### config.mk
export PLATFORM = sky130hd
export DESIGN_NAME = pipe_ctrl
export DESIGN_NICKNAME = d
export VERILOG_FILES = /design/src/rtl/pipe_ctrl.sv
export SDC_FILE = /design/constraint.sdc
export NUM_CORES = 1
export LEC_CHECK = 0
export ABC_CLOCK_PERIOD_IN_PS = 1600
export BUFFER_PORTS_ARGS = -buffer_cell sky130_fd_sc_hd__buf_2
export CORE_MARGIN = 10
export CORE_UTILIZATION = 50
export CTS_CLUSTER_SIZE = 40
export DETAILED_ROUTE_END_ITERATION = 6
export PLACE_DENSITY = 0.72
export SLEW_MARGIN = 30
export SYNTH_ARGS = -nofsm -noshare
export SYNTH_HDL_FRONTEND = slang
export SYNTH_SLANG_ARGS = --single-unit
### constraint.sdc
create_clock -name CLK -period 1.6 [get_ports CLK]
set_clock_uncertainty 0.1 [all_clocks]
set_input_delay 0.08 -clock CLK [delete_from_list [all_inputs] [get_ports CLK]]
set_output_delay 0.08 -clock CLK [all_outputs]
set_load 0.05 [all_outputs]
### src/rtl/pipe_ctrl.sv
// Pipeline sequencer for the 5-stage F/D/E/M/W core: stage enables, bubbles and flushes.
// Define PERF_CNT_EN to add the STALL_CNT / FLUSH_CNT / MWAIT_CNT performance counters.
module pipe_ctrl #(
    parameter int unsigned LU_STALL_CYC = 1,
    parameter int unsigned MEM_TMO      = 255,
    parameter int unsigned CNT_W        = 32
) (
    input  logic             CLK,
    input  logic             RST,
    input  logic             LU_HAZ,
    input  logic             BR_TAKEN,
    input  logic             IMEM_RDY,
    input  logic             DMEM_REQ,
    input  logic             DMEM_ACK,
    output logic             PC_EN,
    output logic             FD_EN,
    output logic             DE_EN,
    output logic             EM_EN,
    output logic             MW_EN,
    output logic             FD_FLUSH,
    output logic             DE_FLUSH,
    output logic             MEM_ERR,
`ifdef PERF_CNT_EN
    output logic [CNT_W-1:0] STALL_CNT,
    output logic [CNT_W-1:0] FLUSH_CNT,
    output logic [CNT_W-1:0] MWAIT_CNT,
`endif
    output logic             BUSY
);

    if (LU_STALL_CYC < 1 || LU_STALL_CYC > 3 || CNT_W == 0) begin : g_bad_param
        $error("pipe_ctrl: LU_STALL_CYC must be 1..3 and CNT_W nonzero");
    end

    localparam int unsigned WD_W = (MEM_TMO > 1) ? $clog2(MEM_TMO + 1) : 1;
    localparam logic [WD_W-1:0] WD_MAX = WD_W'(MEM_TMO);
    localparam logic [WD_W-1:0] WD_HIT = WD_W'((MEM_TMO == 0) ? 0 : MEM_TMO - 1);

    typedef enum logic [1:0] {
        RUN,
        LU_STALL,
        MEM_WAIT
    } state_t;

    state_t          state;
    logic [1:0]      cnt;
    logic            resume;
    logic [WD_W-1:0] wd;
    logic            err_q;

    logic            mem_stall;
    logic            lu_req;
    logic            tmo_hit;
    logic [1:0]      lu_next_cnt;

    always_comb begin
        mem_stall   = DMEM_REQ & ~DMEM_ACK;
        lu_req      = (state == LU_STALL) | ((state == RUN) & LU_HAZ);
        tmo_hit     = (MEM_TMO != 0) && mem_stall && (wd == WD_HIT);
        lu_next_cnt = (state == RUN) ? 2'(LU_STALL_CYC - 1) : cnt - 2'd1;
    end

    always_comb begin
        PC_EN    = 1'b1;
        FD_EN    = 1'b1;
        DE_EN    = 1'b1;
        EM_EN    = 1'b1;
        MW_EN    = 1'b1;
        FD_FLUSH = 1'b0;
        DE_FLUSH = 1'b0;
        if (RST) begin
            {PC_EN, FD_EN, DE_EN, EM_EN, MW_EN} = '0;
            FD_FLUSH = 1'b1;
            DE_FLUSH = 1'b1;
        end else if (mem_stall) begin
            {PC_EN, FD_EN, DE_EN, EM_EN, MW_EN} = '0;
        end else if (BR_TAKEN) begin
            FD_FLUSH = 1'b1;
            DE_FLUSH = 1'b1;
        end else if (state == MEM_WAIT) begin
            // ACK cycle: everything advances once before any resumed load-use stall
            FD_FLUSH = 1'b0;
        end else if (lu_req) begin
            PC_EN    = 1'b0;
            FD_EN    = 1'b0;
            DE_FLUSH = 1'b1;
        end else if (!IMEM_RDY) begin
            PC_EN    = 1'b0;
            FD_FLUSH = 1'b1;
        end
    end

    assign MEM_ERR = ~RST & (err_q | tmo_hit);
    assign BUSY    = (state != RUN);

    always_ff @(posedge CLK) begin
        if (RST) begin
            state  <= RUN;
            cnt    <= '0;
            resume <= 1'b0;
            wd     <= '0;
            err_q  <= 1'b0;
        end else begin
            if (tmo_hit) begin
                err_q <= 1'b1;
            end
            if (mem_stall) begin
                if (wd != WD_MAX) begin
                    wd <= wd + 1'b1;
                end
                // a pre-empted load-use stall keeps its count frozen until the wait ends
                if (state == LU_STALL) begin
                    resume <= 1'b1;
                end
                state <= MEM_WAIT;
            end else begin
                wd     <= '0;
                resume <= 1'b0;
                if (BR_TAKEN) begin
                    state <= RUN;
                    cnt   <= '0;
                end else if (state == MEM_WAIT) begin
                    state <= resume ? LU_STALL : RUN;
                end else if (lu_req) begin
                    cnt   <= lu_next_cnt;
                    state <= (lu_next_cnt == 2'd0) ? RUN : LU_STALL;
                end
            end
        end
    end

`ifdef PERF_CNT_EN
    logic stall_cyc;
    logic flush_cyc;
    logic mwait_cyc;

    always_comb begin
        stall_cyc = ~RST & ~mem_stall & ~BR_TAKEN & lu_req;
        flush_cyc = ~RST & ~mem_stall & BR_TAKEN;
        mwait_cyc = ~RST & mem_stall;
    end

    always_ff @(posedge CLK) begin
        if (RST) begin
            STALL_CNT <= '0;
            FLUSH_CNT <= '0;
            MWAIT_CNT <= '0;
        end else begin
            if (stall_cyc && STALL_CNT != '1) begin
                STALL_CNT <= STALL_CNT + 1'b1;
            end
            if (flush_cyc && FLUSH_CNT != '1) begin
                FLUSH_CNT <= FLUSH_CNT + 1'b1;
            end
            if (mwait_cyc && MWAIT_CNT != '1) begin
                MWAIT_CNT <= MWAIT_CNT + 1'b1;
            end
        end
    end
`endif

endmodule

After elaboration in Yosys (flattened, before gate mapping)
Index checks and enable logic that the tools add are counted.
- register bits: 14
- bits of input ports: 7
- logic and storage cells: 65
- add/subtract/negate cells: 2
- equality and inequality tests: 5
- multiplexer cells: 34
- bitwise logic cells: 8
- reduce and logical (&&, ||, !) cells: 10
- operators by type and width (operator ; number):
    $mux 1 ; 26
    $mux 2 ; 8
    $add 8x1->8 const B ; 1
    $eq 8x8->1 const B ; 1
    $ne 8x8->1 const B ; 1
    $reduce_bool 2->1 ; 3
    $logic_not 2->1 ; 2
    $reduce_bool 4->1 ; 1
    $and 1x1->1 ; 3
    $not 1->1 ; 3
    $reduce_and 3->1 ; 1
    $reduce_or 3->1 ; 1
    $eq 2x1->1 const B ; 1
    $eq 2x2->1 const B ; 1
    $ne 2x2->1 const B ; 1
    $or 1x1->1 ; 2
    $reduce_or 2->1 ; 1
    $sub 2x1->2 const B ; 1
    $logic_and 1x1->1 ; 1

Longest topological paths before layout
Gate-level depths: netlist of the first run.
- depth after elaboration: 8
- gate-level depth with buffers: 5
- gate-level depth less buffers: 4

Worst setup path before layout of the first run
No wires, ideal clock.
- path type: reg-to-output
- start point: register wd[1]
- end point: output port MEM_ERR
- arrival time: 1.892 ns
- required time: 1.420 ns
- slack: -0.472 ns
- stages on the path, launching flop included: 4
- buffers on the path: 0
- path through: dfxtp_1 > ha_1 > nand3_1 > o32ai_1
- word-level cells in the longest chain between the ends: 4
- RTL lines (what ; line ; source):
    start, declared ; 48 ; logic [WD_W-1:0] wd;
    start signal, assigned ; 109 ; wd <= wd + 1'b1;
    $eq 8x8->1 ; 59 ; tmo_hit = (MEM_TMO != 0) && mem_stall && (wd == WD_HIT);
    $logic_and 1x1->1 ; 59 ;
    $or 1x1->1 ; 93 ; assign MEM_ERR = ~RST & (err_q | tmo_hit);
    $and 1x1->1 ; 93 ;
    end, declared ; 22 ; output logic MEM_ERR,
No other way between the ends.

Worst setup path after layout of the first run
- start point: register state[0]
- end point: output port FD_FLUSH
- word-level cells in the longest chain between the ends: 8
- elaborated cells on any way between the ends: 10
- those cells by class: eq/ne (2); mux (5); bitwise (2); reduce/logical (1)
- RTL lines (what ; line ; source):
    start, declared ; 45 ; state_t state;
    start signal, assigned ; 123 ; state <= resume ? LU_STALL : RUN;
    start signal, assigned ; 126 ; state <= (lu_next_cnt == 2'd0) ? RUN : LU_STALL;
    $logic_not 2->1 ; 58 ; lu_req = (state == LU_STALL) | ((state == RUN) & LU_HAZ);
    $and 1x1->1 ; 58 ;
    $or 1x1->1 ; 58 ;
    $mux 1 ; 83 ; end else if (lu_req) begin
    $mux 1 * ; 80 ; end else if (state == MEM_WAIT) begin
    $mux 1 * ; 77 ; end else if (BR_TAKEN) begin
    $mux 1 * ; 75 ; end else if (mem_stall) begin
    $mux 1 * ; 71 ; if (RST) begin
    end, declared ; 20 ; output logic FD_FLUSH,
Every way passes the cells marked *; elsewhere a longest branch is shown, timed or not.

==> flow_metrics.env, run 1 <==
export IMPL_diodes=0
export IMPL_min_period_over_period_pct=98.3
export IMPL_synth_area_leader_cell="dfxtp_1"
export IMPL_grt_pass1_vias=725
export IMPL_drt_pass1_iter_count=4
export IMPL_pwr_density_cell_nw_per_um2=708
export IMPL_gr_usage_all_layers_pct=11.1
export IMPL_ir_drop_mv=0.378
export IMPL_place_congestion=0.882
export IMPL_clock_path_buffers=2
export IMPL_syn_area_sq_um=795
export IMPL_fp_row_count=14
export IMPL_cts_tree="built"
export IMPL_critical_path_arrival_ns=1.39
export IMPL_switching_share_pct=27.8
export IMPL_dp_hpwl_um=1320
export IMPL_r2r_setup_slack_ns=0.08
export IMPL_totalWireLength_um=1910
export IMPL_cap_violations=0
export IMPL_synth_top_area_share_pct=35.3
export IMPL_cp_start_kind="register"
export IMPL_critical_path_class="register to primary output"
export IMPL_cts_root_buf="clkbuf_4"
export IMPL_synth_avg_cell_area_sq_um=8.64
export IMPL_synth_distinct_cells=40
export IMPL_met3_usage_pct=2.97
export IMPL_wl_per_cell_um=15.2
export IMPL_core_sq_um=1510
export IMPL_design_power_total_mw=0.732
export IMPL_grt_remaining_overflow=0
export IMPL_fmax_mhz=636
export IMPL_numPortBuffers=15
export IMPL_cts_clk_slew_worst_paths_ns=0.08
export IMPL_setup_viol=0
export IMPL_ant_nets=0
export IMPL_drv_slew=0
export IMPL_die_height_um=59.9
export IMPL_cp_end_kind="primary output"
export IMPL_drive_above_1_share_pct=41.8
export IMPL_seqCellArea_sq_um=290
export IMPL_die_area_sq_um=3580
export IMPL_maxSlewHeadroom_pct=76.0
export IMPL_synth_ff_latch_count=14
export IMPL_cts_sinks=14
export IMPL_final_hold_violation_count=0
export IMPL_nets=120
export IMPL_cts_buffers=3
export IMPL_met1_usage_pct=13.6
export IMPL_syn_inst=92
export IMPL_post_route_min_period_ns=1.57
export IMPL_multi_input_comb_area_sq_um=526
export IMPL_clock_latency_ns=0.27
export IMPL_grt_max_degree=14
export IMPL_rsz0062_at_grt="true"
export IMPL_yosysSeqAreaShare_pct=35.3
export IMPL_final_core_util_pct=68.7
export IMPL_layout_common_cells="buf_2 (12), dfxtp_1 (10), a21oi_1 (5)"
export IMPL_drcViolationCount=0
export IMPL_required_ns=1.42
export IMPL_initial_core_util_pct=52.7
export IMPL_p_seq_share_pct=47.9
export IMPL_status="completed"
export IMPL_yosys_warnings=0
export IMPL_n_fill_cell=120
export IMPL_hold_class="input pin to register"
export IMPL_worstMarginPinSlew_ns=0.351
export IMPL_busiest_layer="met2"
export IMPL_synthTopCellsByArea="dfxtp_1 (35%), a21oi_1 (3.8%), nor3_1 (3.8%), o31ai_1 (3.8%), a31oi_1 (3.1%)"
export IMPL_drtIter0Drc=11
export IMPL_p_clk_share_pct=33.9
export IMPL_vias_per_cell=5.90
export IMPL_mostFrequentLayoutCell="buf_2"
export IMPL_io_pins=16
export IMPL_p_sw_mw=0.204
export IMPL_antenna_found_initial=0
export IMPL_num_vias=744
export IMPL_fp_dieW_um=59.9
export IMPL_p_leak_nw=0.378
export IMPL_power_internal_mw=0.529
export IMPL_grtUsageMet2_pct=17.6
export IMPL_p_comb_share_pct=18.3
export IMPL_grt_pass1_wl_um=3200
export IMPL_syn_num_nets=101
export IMPL_critPathMaxFanout=6
export IMPL_area_growth_pct=30.2
export IMPL_cts_max_level=1
[flip-flops by register name (all words and copies together), names as in the netlist]
name,cells
resume,1
state,2
err_q,1
cnt,2
wd,8
[synth_stat cells]
| cell type | count |
|---|---|
| o31a_1 | 2 |
| nor3_1 | 6 |
| or3_1 | 2 |
| buf_4 | 2 |
| nand2_4 | 2 |
| xnor2_1 | 1 |
| inv_2 | 1 |
| nor3b_1 | 1 |
| o21ai_1 | 3 |
| or2_1 | 1 |
| ha_1 | 2 |
| nand2_1 | 3 |
| nor2_1 | 3 |
| clkbuf_2 | 1 |
| and2b_1 | 1 |
| and4_2 | 1 |
| nand4_1 | 1 |
| nand2b_1 | 2 |
| nor4b_2 | 1 |
| a211oi_1 | 2 |
| a2111oi_0 | 1 |
| inv_1 | 5 |
| o32ai_1 | 2 |
| buf_6 | 1 |
| nand3b_1 | 1 |
| nand4_2 | 1 |
| a31oi_1 | 4 |
| nand3_1 | 4 |
| clkbuf_1 | 1 |
| nor2b_1 | 1 |
| dfxtp_1 | 14 |
| nand4b_1 | 1 |
| o31ai_1 | 4 |
| a221oi_1 | 1 |
| buf_2 | 2 |
| a21oi_1 | 6 |
| and3_2 | 1 |
| nor4b_1 | 2 |
| o21ai_0 | 1 |
| o21bai_1 | 1 |
[through the flow]
step | setup WS (ns) | hold WS (ns) | area, sq um | TNS [ns] | std cells
floorplan | 0.0148 | 0.185 | 815 | 0 | 92
global placement | 0.187 | 0.287 | 887 | 0 | 119
detailed placement | 0.124 | 0.301 | 887 | 0 | 119
CTS | 0.0127 | 0.00976 | 956 | 0 | 125
global route | -0.0426 | 0.0258 | 1030 | -0.0738 | 126
finish | 0.0271 | 0.0199 | 1030 | 0 | 126
[cell families after synthesis]
kind of cell | count (synthesis) | share of synthesized area [%]
flip-flops | 14 | 35.3
adder cells (fa/ha/maj) | 2 | 3.15
XOR/XNOR | 1 | 1.10
AO/OA/AOI/OAI | 27 | 22.7
AND/OR/NAND/NOR | 35 | 29.3
buffers and inverters | 13 | 8.50
[per-layer routing]
layer / part of all wire (%) / routed length [um]
met3: 2.3 / 44
met4: 1.3 / 25
met2: 50 / 948
met5: 0 / 0
met1: 47 / 891
[final timing paths]
| check | end | cells after the start | startpoint |
|---|---|---|---|
| worst max-delay path | FD_FLUSH | 4 | state[0] |
| worst min-delay path | cnt[0] | 2 | RST |
| worst max register to register | wd[6] | 5 | wd[0] |
| worst min register to register | resume | 2 | resume |
[layout make-up]
class	count	share of cell area [%]
Clock buffer	4	3.51
Tap cell	16	1.93
Inverter	6	2.42
Multi-Input combinational cell	65	50.8
Timing Repair Buffer	21	13.3
Sequential cell	14	28.1
[timing repair]
item,4_1_cts,5_1_grt
hold buffers,1,0
endpoints found under the hold margin,1,0
pin swaps,4,3
gates resized for setup,8,18
buffers inserted,1,1
endpoints found under the setup margin,4,3
[power groups by stage]
stage | clock network, mW | logic (mW) | registers (mW)
floorplan | 0 | 0.0953 | 0.360
global placement | 0 | 0.117 | 0.361
detailed placement | 0 | 0.117 | 0.361
CTS | 0.256 | 0.123 | 0.351
global route | 0.273 | 0.143 | 0.351
finish | 0.248 | 0.134 | 0.351
[worst max-delay path, stage by stage, from the launching register on]
cell and delay (ns):
dfxtp_4 0.37, or3_1 0.32, a21oi_2 0.13, o31a_1 0.14, buf_6 0.16
Power figures use the tool's default switching activity.
==> run 2: changes to the inputs <==
- PLACE_DENSITY: 0.72 -> unset
- PLACE_DENSITY_LB_ADDON: unset -> 0.12
==> run 2 against run 1 <==
Net effect:
- critical path depth is the same
- via count increased by 3.0%
- register-to-register slack improved by 0.03 ns
- hold slack lost 0.0073 ns
- sequential power about the same
- setup slack improved by 0.010 ns
- count of clock-buffer cells in the layout down 1
- cell area down 1.7%
- sequential share of layout area is 1.1 points higher
- critical path type unchanged
- largest power group unchanged
==> flow_metrics.env, run 2 (synthesis results as in run 1) <==
export IMPL_drv_slew=0
export IMPL_dp_hpwl_um=1360
export IMPL_status="completed"
export IMPL_switching_share_pct=28.9
export IMPL_wl_per_cell_um=15.0
export IMPL_critical_path_class="register to primary output"
export IMPL_cts_sinks=14
export IMPL_r2r_setup_slack_ns=0.11
export IMPL_cts_buffers=3
export IMPL_rsz0062_at_grt="true"
export IMPL_totalWireLength_um=1890
export IMPL_critPathMaxFanout=7
export IMPL_min_period_over_period_pct=97.7
export IMPL_largest_register_ffs=8
export IMPL_fp_dieW_um=59.9
export IMPL_p_seq_share_pct=52.2
export IMPL_place_congestion=0.877
export IMPL_cts_clk_slew_worst_paths_ns=0.07
export IMPL_cp_start_kind="register"
export IMPL_top_register="wd"
export IMPL_die_height_um=59.9
export IMPL_hold_class="input pin to register"
export IMPL_p_comb_share_pct=19.6
export IMPL_finalHoldWorstSlack_ns=0.0126
export IMPL_numPortBuffers=15
export IMPL_setup_viol=0
export IMPL_final_cells=126
export IMPL_dpl_worst_slack_ns=0.141
export IMPL_grt_pass1_vias=792
export IMPL_dp_cells=119
export IMPL_rr_endpoint="wd[6]"
export IMPL_ant_nets=0
export IMPL_layout_common_cells="buf_2 (11), buf_4 (8), dfxtp_1 (7), a21oi_1 (5)"
export IMPL_grt_pass1_wl_um=3280
export IMPL_required_ns=1.42
export IMPL_die_area_sq_um=3580
export IMPL_reg2reg_from="wd[0]"
export IMPL_gr_usage_all_layers_pct=11.3
export IMPL_drt_pass1_iter_count=4
export IMPL_worstMarginPinSlew_ns=0.324
export IMPL_rr_worst_depth=5
export IMPL_critical_path_arrival_ns=1.38
export IMPL_drcViolationCount=0
export IMPL_clock_path_buffers=2
export IMPL_initial_core_util_pct=52.7
export IMPL_mostFrequentLayoutCell="buf_2"
export IMPL_core_sq_um=1510
export IMPL_p_leak_nw=0.383
export IMPL_grt_max_degree=14
export IMPL_area_growth_pct=28.0
export IMPL_top_regs="wd (8), cnt (2), state (2)"
export IMPL_num_vias=766
export IMPL_p_clk_share_pct=28.2
export IMPL_maxSlewHeadroom_pct=77.8
export IMPL_p_sw_mw=0.193
export IMPL_ir_drop_mv=0.452
export IMPL_antenna_found_initial=0
export IMPL_cts_root_buf="clkbuf_4"
export IMPL_post_route_min_period_ns=1.56
export IMPL_nets=121
export IMPL_io_pins=16
export IMPL_pwr_density_cell_nw_per_um2=656
export IMPL_drive_above_1_share_pct=44.5
export IMPL_vias_per_cell=6.08
export IMPL_clock_latency_ns=0.27
export IMPL_diodes=0
export IMPL_hold_depth=4
export IMPL_fp_row_count=14
export IMPL_fmax_mhz=640
export IMPL_min_to="cnt[0]"
export IMPL_grt_remaining_overflow=0
export IMPL_drtIter0Drc=10
export IMPL_design_power_total_mw=0.667
export IMPL_power_internal_mw=0.475
export IMPL_setup_ws_ns=0.0375
export IMPL_final_hold_violation_count=0
export IMPL_cts_max_level=1
export IMPL_cap_violations=0
export IMPL_tns_ns=0
export IMPL_cts_tree="built"
export IMPL_min_from="DMEM_REQ"
export IMPL_cp_end_kind="primary output"
[run 2: per-layer routing]
metal | track usage (%) | routed length [um] | vias up
li1 | - | - | 384
met1 | 13.7 | 840 | 363
met2 | 18.5 | 961 | 15
met3 | 1.69 | 50 | 4
met4 | 6.09 | 38 | 0
met5 | 0 | 0 | -
[run 2: power groups by stage]
| stage | Clock (mW) | Combinational [mW] | Sequential, mW |
|---|---|---|---|
| 3_5_place_dp | 0 | 0.117 | 0.361 |
| 4_1_cts | 0.199 | 0.122 | 0.351 |
| 3_3_place_gp | 0 | 0.116 | 0.361 |
| 6_report | 0.188 | 0.131 | 0.348 |
| 5_1_grt | 0.209 | 0.140 | 0.349 |
| 2_1_floorplan | 0 | 0.0953 | 0.360 |
[run 2: timing repair]
action | CTS | global route
setup endpoints to repair | 4 | 5
pin swaps | 4 | 4
buffers inserted | 2 | 1
resized for setup | 9 | 18
hold endpoints to repair | 1 | 0
hold buffers | 1 | 0
[run 2: how the worst max path moves through the flow]
stage / start / endpoint / cells past startpoint
4_1_cts: wd[0] / MEM_ERR / 5
6_report: state[0] / FD_FLUSH / 4
5_1_grt: state[1] / FD_FLUSH / 4
3_3_place_gp: state[0] / FD_FLUSH / 4
3_5_place_dp: wd[1] / wd[6] / 4
2_1_floorplan: DMEM_ACK / FD_EN / 3
[run 2: final cells by class]
class / count / area [sq um]
multi-input cells: 65 / 505
flip-flops and latches: 14 / 297
clock buffers: 3 / 22.5
repair buffers: 22 / 148
fillers: 131 / 489
well taps: 16 / 20.0
inverters: 6 / 25.0
[run 2: stage by stage]
step	cell area [sq um]	util (%)
6_report	1020	67.5
5_1_grt	1020	67.5
4_1_cts	955	63.4
3_5_place_dp	887	58.9
3_3_place_gp	887	58.9
2_1_floorplan	815	-
[run 2: critical path, stage by stage, from the launching register on]
cell     delay [ns]
dfxtp_4        0.37
or3_1          0.32
a21oi_2        0.12
o31a_1         0.14
buf_6          0.16
